$ cat src/rtl/updn_sweep_pkg.sv
// Shared types for the up/down sweep sequencer; DWELL state exists only with SWEEP_DWELL_EN.
package updn_sweep_pkg;

  localparam int WIDTH_DEF  = 8;
  localparam int NSWP_W_DEF = 4;

  typedef enum logic [2:0] {
    IDLE,
    UP,
    DOWN,
`ifdef SWEEP_DWELL_EN
    DWELL,
`endif
    FINISH
  } sweep_state_t;

endpackage

$ cat src/rtl/updn_count_core.sv
// Registered up/down counter, load beats enable; one-cycle update latency, no backpressure.
// Wraps mod 2^WIDTH; the sequencer guarantees it never steps past its limits.
module updn_count_core #(
  parameter int WIDTH = 8
) (
  input  logic             clk,
  input  logic             reset,
  input  logic             en,
  input  logic             load,
  input  logic [WIDTH-1:0] load_val,
  input  logic             up_dwbar,
  output logic [WIDTH-1:0] count
);

  logic [WIDTH-1:0] count_q, count_d;

  always_comb begin
    count_d = count_q;
    if (load) begin
      count_d = load_val;
    end else if (en) begin
      count_d = up_dwbar ? count_q + WIDTH'(1) : count_q - WIDTH'(1);
    end
  end

  always_ff @(posedge clk or negedge reset) begin
    if (!reset) begin
      count_q <= '0;
    end else begin
      count_q <= count_d;
    end
  end

  assign count = count_q;

endmodule

$ cat src/rtl/updn_sweep_ctrl.sv
// Runs N triangular lo->hi->lo sweeps on updn_count_core; one sweep = 2*(hi-lo) cycles, start ignored while busy.
// Optional SWEEP_DWELL_EN adds DWELL hold cycles at each non-final turnaround.
module updn_sweep_ctrl
  import updn_sweep_pkg::*;
#(
`ifdef SWEEP_DWELL_EN
  parameter int DWELL  = 3,
`endif
  parameter int WIDTH  = WIDTH_DEF,
  parameter int NSWP_W = NSWP_W_DEF
) (
  input  logic              clk,
  input  logic              reset,
  input  logic              start,
  input  logic              stop,
  input  logic [WIDTH-1:0]  lo_lim,
  input  logic [WIDTH-1:0]  hi_lim,
  input  logic [NSWP_W-1:0] n_sweeps,
  output logic [WIDTH-1:0]  count,
  output logic              up_dwbar,
  output logic              busy,
  output logic              done,
  output logic              err
);

  sweep_state_t      state_q, state_d;
  logic [WIDTH-1:0]  lo_q, lo_d, hi_q, hi_d;
  logic [NSWP_W-1:0] nsw_q, nsw_d, swp_q, swp_d, swp_inc;
  logic              up_q, up_d, busy_q, busy_d, done_q, done_d, err_q, err_d;
  logic              core_en, core_load, core_dir;
  logic [WIDTH-1:0]  core_load_val;
`ifdef SWEEP_DWELL_EN
  localparam int DW_W = (DWELL > 1) ? $clog2(DWELL) : 1;
  logic [DW_W-1:0]   dwell_q, dwell_d;
`endif

  assign swp_inc = swp_q + NSWP_W'(1);

  always_comb begin
    state_d       = state_q;
    lo_d          = lo_q;
    hi_d          = hi_q;
    nsw_d         = nsw_q;
    swp_d         = swp_q;
    up_d          = up_q;
    busy_d        = busy_q;
    done_d        = 1'b0;
    err_d         = err_q;
    core_en       = 1'b0;
    core_load     = 1'b0;
    core_dir      = 1'b1;
    core_load_val = lo_lim;
`ifdef SWEEP_DWELL_EN
    dwell_d       = dwell_q;
`endif
    case (state_q)
      IDLE: begin
        if (start && !stop) begin
          if (lo_lim < hi_lim) begin
            lo_d      = lo_lim;
            hi_d      = hi_lim;
            nsw_d     = (n_sweeps == '0) ? NSWP_W'(1) : n_sweeps;
            swp_d     = '0;
            core_load = 1'b1;
            up_d      = 1'b1;
            busy_d    = 1'b1;
            err_d     = 1'b0;
            state_d   = UP;
          end else begin
            err_d = 1'b1;
          end
        end
      end
      UP: begin
        core_en = 1'b1;
        if (count == hi_q) begin
`ifdef SWEEP_DWELL_EN
          core_en = 1'b0;
          dwell_d = DW_W'(DWELL - 1);
          state_d = updn_sweep_pkg::DWELL;
`else
          core_dir = 1'b0;
          up_d     = 1'b0;
          state_d  = DOWN;
`endif
        end
      end
      DOWN: begin
        core_en  = 1'b1;
        core_dir = 1'b0;
        if (count == lo_q) begin
          swp_d = swp_inc;
          if (swp_inc == nsw_q) begin
            core_en = 1'b0;
            up_d    = 1'b1;
            busy_d  = 1'b0;
            done_d  = 1'b1;
            state_d = FINISH;
          end else begin
`ifdef SWEEP_DWELL_EN
            core_en = 1'b0;
            dwell_d = DW_W'(DWELL - 1);
            state_d = updn_sweep_pkg::DWELL;
`else
            core_dir = 1'b1;
            up_d     = 1'b1;
            state_d  = UP;
`endif
          end
        end
      end
`ifdef SWEEP_DWELL_EN
      // up_q still holds the pre-turnaround direction, so it tells peak from valley
      updn_sweep_pkg::DWELL: begin
        if (dwell_q == '0) begin
          core_en  = 1'b1;
          core_dir = !up_q;
          up_d     = !up_q;
          state_d  = up_q ? DOWN : UP;
        end else begin
          dwell_d = dwell_q - DW_W'(1);
        end
      end
`endif
      FINISH: begin
        state_d = IDLE;
      end
      default: state_d = IDLE;
    endcase

    // Abort lets the counter finish this edge's step, then freezes it in IDLE.
    if (stop && state_q != IDLE && state_q != FINISH) begin
      state_d = IDLE;
      busy_d  = 1'b0;
      done_d  = 1'b0;
      up_d    = 1'b1;
    end
  end

  always_ff @(posedge clk or negedge reset) begin
    if (!reset) begin
      state_q <= IDLE;
      lo_q    <= '0;
      hi_q    <= '0;
      nsw_q   <= '0;
      swp_q   <= '0;
      up_q    <= 1'b1;
      busy_q  <= 1'b0;
      done_q  <= 1'b0;
      err_q   <= 1'b0;
`ifdef SWEEP_DWELL_EN
      dwell_q <= '0;
`endif
    end else begin
      state_q <= state_d;
      lo_q    <= lo_d;
      hi_q    <= hi_d;
      nsw_q   <= nsw_d;
      swp_q   <= swp_d;
      up_q    <= up_d;
      busy_q  <= busy_d;
      done_q  <= done_d;
      err_q   <= err_d;
`ifdef SWEEP_DWELL_EN
      dwell_q <= dwell_d;
`endif
    end
  end

  updn_count_core #(
    .WIDTH(WIDTH)
  ) u_core (
    .clk      (clk),
    .reset    (reset),
    .en       (core_en),
    .load     (core_load),
    .load_val (core_load_val),
    .up_dwbar (core_dir),
    .count    (count)
  );

  assign up_dwbar = up_q;
  assign busy     = busy_q;
  assign done     = done_q;
  assign err      = err_q;

endmodule

$ cat config.mk
export PLATFORM = sky130hd
export DESIGN_NAME = updn_sweep_ctrl
export DESIGN_NICKNAME = d
export VERILOG_FILES = /design/src/rtl/updn_sweep_pkg.sv /design/src/rtl/updn_count_core.sv /design/src/rtl/updn_sweep_ctrl.sv
export SDC_FILE = /design/constraint.sdc
export NUM_CORES = 1
export LEC_CHECK = 0
export ABC_AREA = 1
export BUFFER_PORTS_ARGS = -buffer_cell sky130_fd_sc_hd__buf_4
export CAP_MARGIN = 20
export CORE_MARGIN = 2
export CORE_UTILIZATION = 58
export CTS_CLUSTER_SIZE = 24
export DETAILED_ROUTE_END_ITERATION = 8
export PLACE_DENSITY = 0.92
export RECOVER_POWER = 25
export SYNTH_ARGS = -nofsm -noshare
export SYNTH_HDL_FRONTEND = slang
export SYNTH_SLANG_ARGS = --single-unit
$ cat constraint.sdc
create_clock -name clk -period 3.4 [get_ports clk]
set_input_delay 0.68 -clock clk [delete_from_list [all_inputs] [get_ports clk]]
set_output_delay 0.68 -clock clk [all_outputs]
set_load 0.02 [all_outputs]
# After elaboration in Yosys (flattened, before gate mapping)
# Cells that the tools add are included.
# word_totals
input_bits	24
reg_bits	39
word_cells	84
out_inout_bits	12
# op_classes
n_eq_ne	14
mux	39
reduce_logical	17
order_cmp	1
addsub	3
# op_table
operator	count
2-to-1 mux 8 bit	3
2-to-1 mux 1 bit	20
equality test 8 bit	2
2-to-1 mux 4 bit	4
2-to-1 mux 3 bit	5
!= test 3 bit (second input constant)	5
AND reduction 5 bit	2
one-hot mux 3 bit (3 select lines)	1
adder 8 x 1 -> 8 bit (second input constant)	1
< comparator 8 bit	1
one-hot mux 4 bit (2 select lines)	1
AND reduction 4 bit	2
subtractor 8 x 1 -> 8 bit (second input constant)	1
!= test 2 bit (second input constant)	3
one-hot mux 1 bit (2 select lines)	3
nonzero test 3 bit	2
adder 4 x 1 -> 4 bit (second input constant)	1
equality test 4 bit	1
logical NOT 4 bit	1
nonzero test 2 bit	2
nonzero test 4 bit	1
equality test 3 x 1 -> 1 bit (second input constant)	1
equality test 3 x 2 -> 1 bit (second input constant)	1
logical AND 1 bit	3
7 further kinds	7

# Logic depth before layout (Yosys ltp)
# logic_depth
word_depth	8
mapped_depth	21
mapped_depth_nobuf	21

# Modules after synthesis
# A second synthesis with hierarchy kept.
# unflattened
hier_cells	375
area_unflattened_um2	2677.6
# modules_own_cells
module	cells_each	n_inst	area_each_um2	seq_area_each_um2
updn_sweep_ctrl	279	1	1934.4	752.0
updn_count_core	96	1	743.2	200.2

# Worst setup path before layout
# Ideal clock, no wire load.
# synth_path
kind	register -> register
startpoint	register swp_q[0]
endpoint	register u_core.count_q[6] (netlist: u_core.count[6])
synth_period_minus_slack_ns	2.679
path_slack_ns	0.721
n_path_buf	0
arrival_ns	2.560
path_stages_with_launch	20
setup_time_ns	0.119
required_time_ns	3.281
path_cell_list	dfrtp_1 > ha_1 > inv_1 > nand2_1 > nand4_1 > nor2_2 > nand3_2 > nand2_2 > nand2_4 > inv_1 > ha_1 > a21oi_1 > o21ai_0 > a21oi_1 > nor2_1 > nor2_1 > xor2_1 > o21ai_0 > nand2_1 > o21ai_2
# synth_between
elab_chain_cells	8
elab_cells_between_ends	11
cone_classes	add/sub: 1; eq/ne: 1; mux: 8; reduce/logical: 1
# synth_lines
item	line	rtl
start: declaration	updn_sweep_ctrl.sv:28	logic [NSWP_W-1:0] nsw_q, nsw_d, swp_q, swp_d, swp_inc;
start signal: assignment	updn_sweep_ctrl.sv:159	swp_q <= swp_d;
adder 4 x 1 -> 4 bit (*)	updn_sweep_ctrl.sv:37	assign swp_inc = swp_q + NSWP_W'(1);
equality test 4 bit (*)	updn_sweep_ctrl.sv:93	if (swp_inc == nsw_q) begin
2-to-1 mux 1 bit (*)	updn_sweep_ctrl.sv:93	
2-to-1 mux 1 bit	updn_sweep_ctrl.sv:91	if (count == lo_q) begin
one-hot mux 1 bit (2 select lines)	updn_sweep_ctrl.sv:56	case (state_q)
2-to-1 mux 8 bit	updn_count_core.sv:22	count_d = up_dwbar ? count_q + WIDTH'(1) : count_q - WIDTH'(1);
2-to-1 mux 8 bit	updn_count_core.sv:21	end else if (en) begin
2-to-1 mux 8 bit	updn_count_core.sv:19	if (load) begin
end signal: assignment	updn_count_core.sv:30	count_q <= count_d;
end: declaration	updn_count_core.sv:15	logic [WIDTH-1:0] count_q, count_d;
# Every way passes the cells marked *; elsewhere a longest branch is shown, timed or not. The select of a mux whose other input is x is not followed.
# A chain may end at the register's enable or synchronous reset.

# Worst setup path in the final report
# Ends and elaborated chain as after synthesis.

==> out/metrics.yaml <==
post_cts_buffers: 0
max_cap_viol_count: 1
layout.nets: 439
drv_slew: 39
crit_path_max_fanout: 6
postSynth.asyncResetShare: 1.000
max-slew-margin-rel: -0.3637
initial_core_util: 0.5975
synth_common_cells: "123 x sky130_fd_sc_hd__nand2_1, 50 x sky130_fd_sc_hd__inv_1, 37 x sky130_fd_sc_hd__dfrtp_1, 33 x sky130_fd_sc_hd__o21ai_0, 18 x sky130_fd_sc_hd__ha_1"
pwr_density_cell_nw_per_um2: 1091
globalplace.congestion: 0.8953
stdcell_count: 449
coreArea_um2: 4324
dpl_cells: 441
insertedDiodeCount: 0
grt_usage: 0.2633
detailedRoute.firstIterationViolations: 189
vdd_ir_drop_max_v: 0.0006263
clk_pin_slew_worst_paths_ns: 0.08
final_antenna_net_count: 0
r2r_cells: 19
synth_edf_count: 0
crit_path_end_kind: "register"
design.die.area_um2: 5005
synth.lib_cells_used.distinct: 29
clk_latency_ns: 0.30
final_core_util: 0.7008
syn2layout_area_growth_pct: 17.29
final_critical_delay_including_setup_and_external_delays_ns: 3.128
overflow: 0
remaining_drc_errors: 0
placed_instance_area_um2: 2892
r2r_end: "u_core.count[6]"
grt_pass1_wl_mm: 10.50
routed_wire_length_per_instance_um: 13.39
num_rows: 24
ctsRootBufferMaster: "sky130_fd_sc_hd__clkbuf_8"
max-clock-path-buffers: 2
synth_fp_nets: 401
class_of_the_tightest_hold_or_removal_check: "register to register"
timing.rr.start: "swp_q[0]"
main_area_contributors_after_synthesis: "sky130_fd_sc_hd__dfrtp_1 36%, sky130_fd_sc_hd__nand2_1 18%, sky130_fd_sc_hd__ha_1 8.7%"
fin_area_um2: 3030
leakage_uw: 0.001663
antenna_found_initial: 0
postSynth.topFlopCell: "sky130_fd_sc_hd__dfrtp_1"
numClockSinks: 38
synth_warnings: 0
die_h_um: 70.75
violations: "max-capacitance violations, max-slew violations"
hold_depth: 2
die_w_um: 70.75
detailedRoute.firstPassIterationCount: 5
fillers: 361
number_of_global_route_vias_before_repair: 2326
timing.final.setup_violations: 0
hold_path.startpoint: "busy"
post-synth-top-area-cell: "sky130_fd_sc_hd__dfrtp_1"
yosysTopAreaCellShare: 0.3584
hold_path_end: "busy"
worstSetupStartpointType: "register"
tritoncts.num_buffers: 5
hpwlAfterDp_mm: 4.401
worstPathArrival_ns: 3.32
htree_levels: 2
synth.most_common_cell: "sky130_fd_sc_hd__nand2_1"
worst_ep_required_time_ns: 3.59
hold_violation_total_from_the_final_report: 0
synth.yosys.seq_area_share: 0.3685
outcome: "complete, but fails checks"
rsz_0062_raised_after_global_routing: "false"
period_share: 0.9199
timing_worst_slew_pin_value_ns: 2.046
fin_worst_hold_slack_ns: 0.4911
portBuffers: 35
post_synth.cell_area_avg_um2: 7.217
netlist_area_um2: 2584
drt-vias-per-instance: 5.448
synthesis.instances: 358
timing.setup.critical_path_class: "register to register"
vias: 2446
finalSetupTns_ns: 0
cts_tree: "built"
hold_buffers: 0
fin_worst_skew_ns: 0.003352
fmax_ghz: 0.3197
floorplan.io_pins: 36
drt-total-wl_mm: 6.010
grt_start_max_net_pins: 39
cts_repair_resize_count: 0
reg2reg_slack_ns: 0.27
fraction_of_final_layout_cells_sized_beyond_drive_strength_1: 0.1814
post_synthesis_register_bit_count: 38
## worst max-delay path by stage
stage               startpoint               to  cells after the start
2_1_floorplan         swp_q[0]  u_core.count[6]                     19
3_3_place_gp          swp_q[0]  u_core.count[6]                     19
3_5_place_dp          swp_q[0]  u_core.count[6]                     19
4_1_cts               swp_q[0]  u_core.count[6]                     19
5_1_grt        u_core.count[5]  u_core.count[6]                     19
6_report              swp_q[0]  u_core.count[6]                     19
## through the flow
stage,setup WS [ns],total power [µW]
floorplan,0.7209,2293
global placement,0.5767,2649
detailed placement,0.3163,2756
CTS,0.2911,3286
global route,0.03437,3615
finish,0.2723,3307
## power breakdown
part | total (µW) | internal, µW | switching [µW]
logic | 1920 | 742 | 1180
registers | 894 | 674 | 220
clock network | 490 | 313 | 177
## layer usage
layer | GRT usage | vias to the layer above | routed length [µm]
li1 | - | 1201 | -
met1 | 0.3383 | 1158 | 2538
met2 | 0.4517 | 69 | 3049
met3 | 0.04274 | 18 | 287
met4 | 0.09224 | 0 | 135
met5 | 0 | - | 0
## sequential cells by signal, summed over array words and instances (netlist names)
name and count:
hi_q 8, nsw_q 4, state_q 2, err 1
done 1, lo_q 8, swp_q 4, busy 1
u_core.count 8, up_dwbar 1
## placed cells by master, fill, tap and decap left out, types with 2 or more instances in the layout
| master | count |
|---|---|
| sky130_fd_sc_hd__xnor2_1 | 7 |
| sky130_fd_sc_hd__ha_1 | 18 |
| sky130_fd_sc_hd__o21a_1 | 3 |
| sky130_fd_sc_hd__buf_4 | 35 |
| sky130_fd_sc_hd__dfrtp_1 | 37 |
| sky130_fd_sc_hd__a21oi_1 | 13 |
| sky130_fd_sc_hd__clkbuf_8 | 6 |
| sky130_fd_sc_hd__o21ai_0 | 33 |
| sky130_fd_sc_hd__a31oi_1 | 2 |
| sky130_fd_sc_hd__nand3_2 | 2 |
| sky130_fd_sc_hd__o21ai_1 | 3 |
| sky130_fd_sc_hd__nand4_1 | 2 |
| sky130_fd_sc_hd__nor2_1 | 15 |
| sky130_fd_sc_hd__nand2_1 | 123 |
| sky130_fd_sc_hd__inv_1 | 50 |
| sky130_fd_sc_hd__nand2_2 | 6 |
| sky130_fd_sc_hd__nand3b_1 | 2 |
| sky130_fd_sc_hd__inv_2 | 8 |
| sky130_fd_sc_hd__o21ai_2 | 4 |
| sky130_fd_sc_hd__xor2_1 | 3 |
| sky130_fd_sc_hd__nand3_1 | 12 |
| sky130_fd_sc_hd__nor2_2 | 4 |
| sky130_fd_sc_hd__bufinv_16 | 2 |
## critical path, stage by stage, from the launching register on
cell and delay (ns):
sky130_fd_sc_hd__dfrtp_1 0.44, sky130_fd_sc_hd__ha_1 0.34, sky130_fd_sc_hd__inv_1 0.05, sky130_fd_sc_hd__nand2_1 0.05, sky130_fd_sc_hd__nand4_1 0.10, sky130_fd_sc_hd__nor2_2 0.12
sky130_fd_sc_hd__nand3_2 0.09, sky130_fd_sc_hd__nand2_2 0.12, sky130_fd_sc_hd__nand2_4 0.07, sky130_fd_sc_hd__inv_1 0.18, sky130_fd_sc_hd__ha_1 0.33, sky130_fd_sc_hd__a21oi_1 0.19
sky130_fd_sc_hd__o21ai_0 0.17, sky130_fd_sc_hd__a21oi_1 0.18, sky130_fd_sc_hd__nor2_1 0.06, sky130_fd_sc_hd__nor2_1 0.13, sky130_fd_sc_hd__xor2_1 0.16, sky130_fd_sc_hd__o21ai_0 0.10
sky130_fd_sc_hd__nand2_1 0.09, sky130_fd_sc_hd__o21ai_2 0.06
## logic make-up after synthesis
family | Yosys count | share of synthesized area
compound gates | 59 | 0.1254
xor+xnor | 10 | 0.03390
fa+ha+maj | 19 | 0.09492
buf+inv | 63 | 0.09491
flops | 38 | 0.3685
simple gates | 169 | 0.2823
## final cells by class
| type | count | area (µm²) | area share |
|---|---|---|---|
| multi-input combinational | 257 | 1386 | 0.4575 |
| sequential | 38 | 952.2 | 0.3142 |
| timing repair buffer | 36 | 266.5 | 0.08794 |
| inverter | 58 | 217.7 | 0.07184 |
| clock buffer | 6 | 82.58 | 0.02725 |
| tap | 52 | 65.06 | 0.02147 |
| clock inverter | 2 | 60.06 | 0.01982 |
Power figures use the tool's default switching activity.
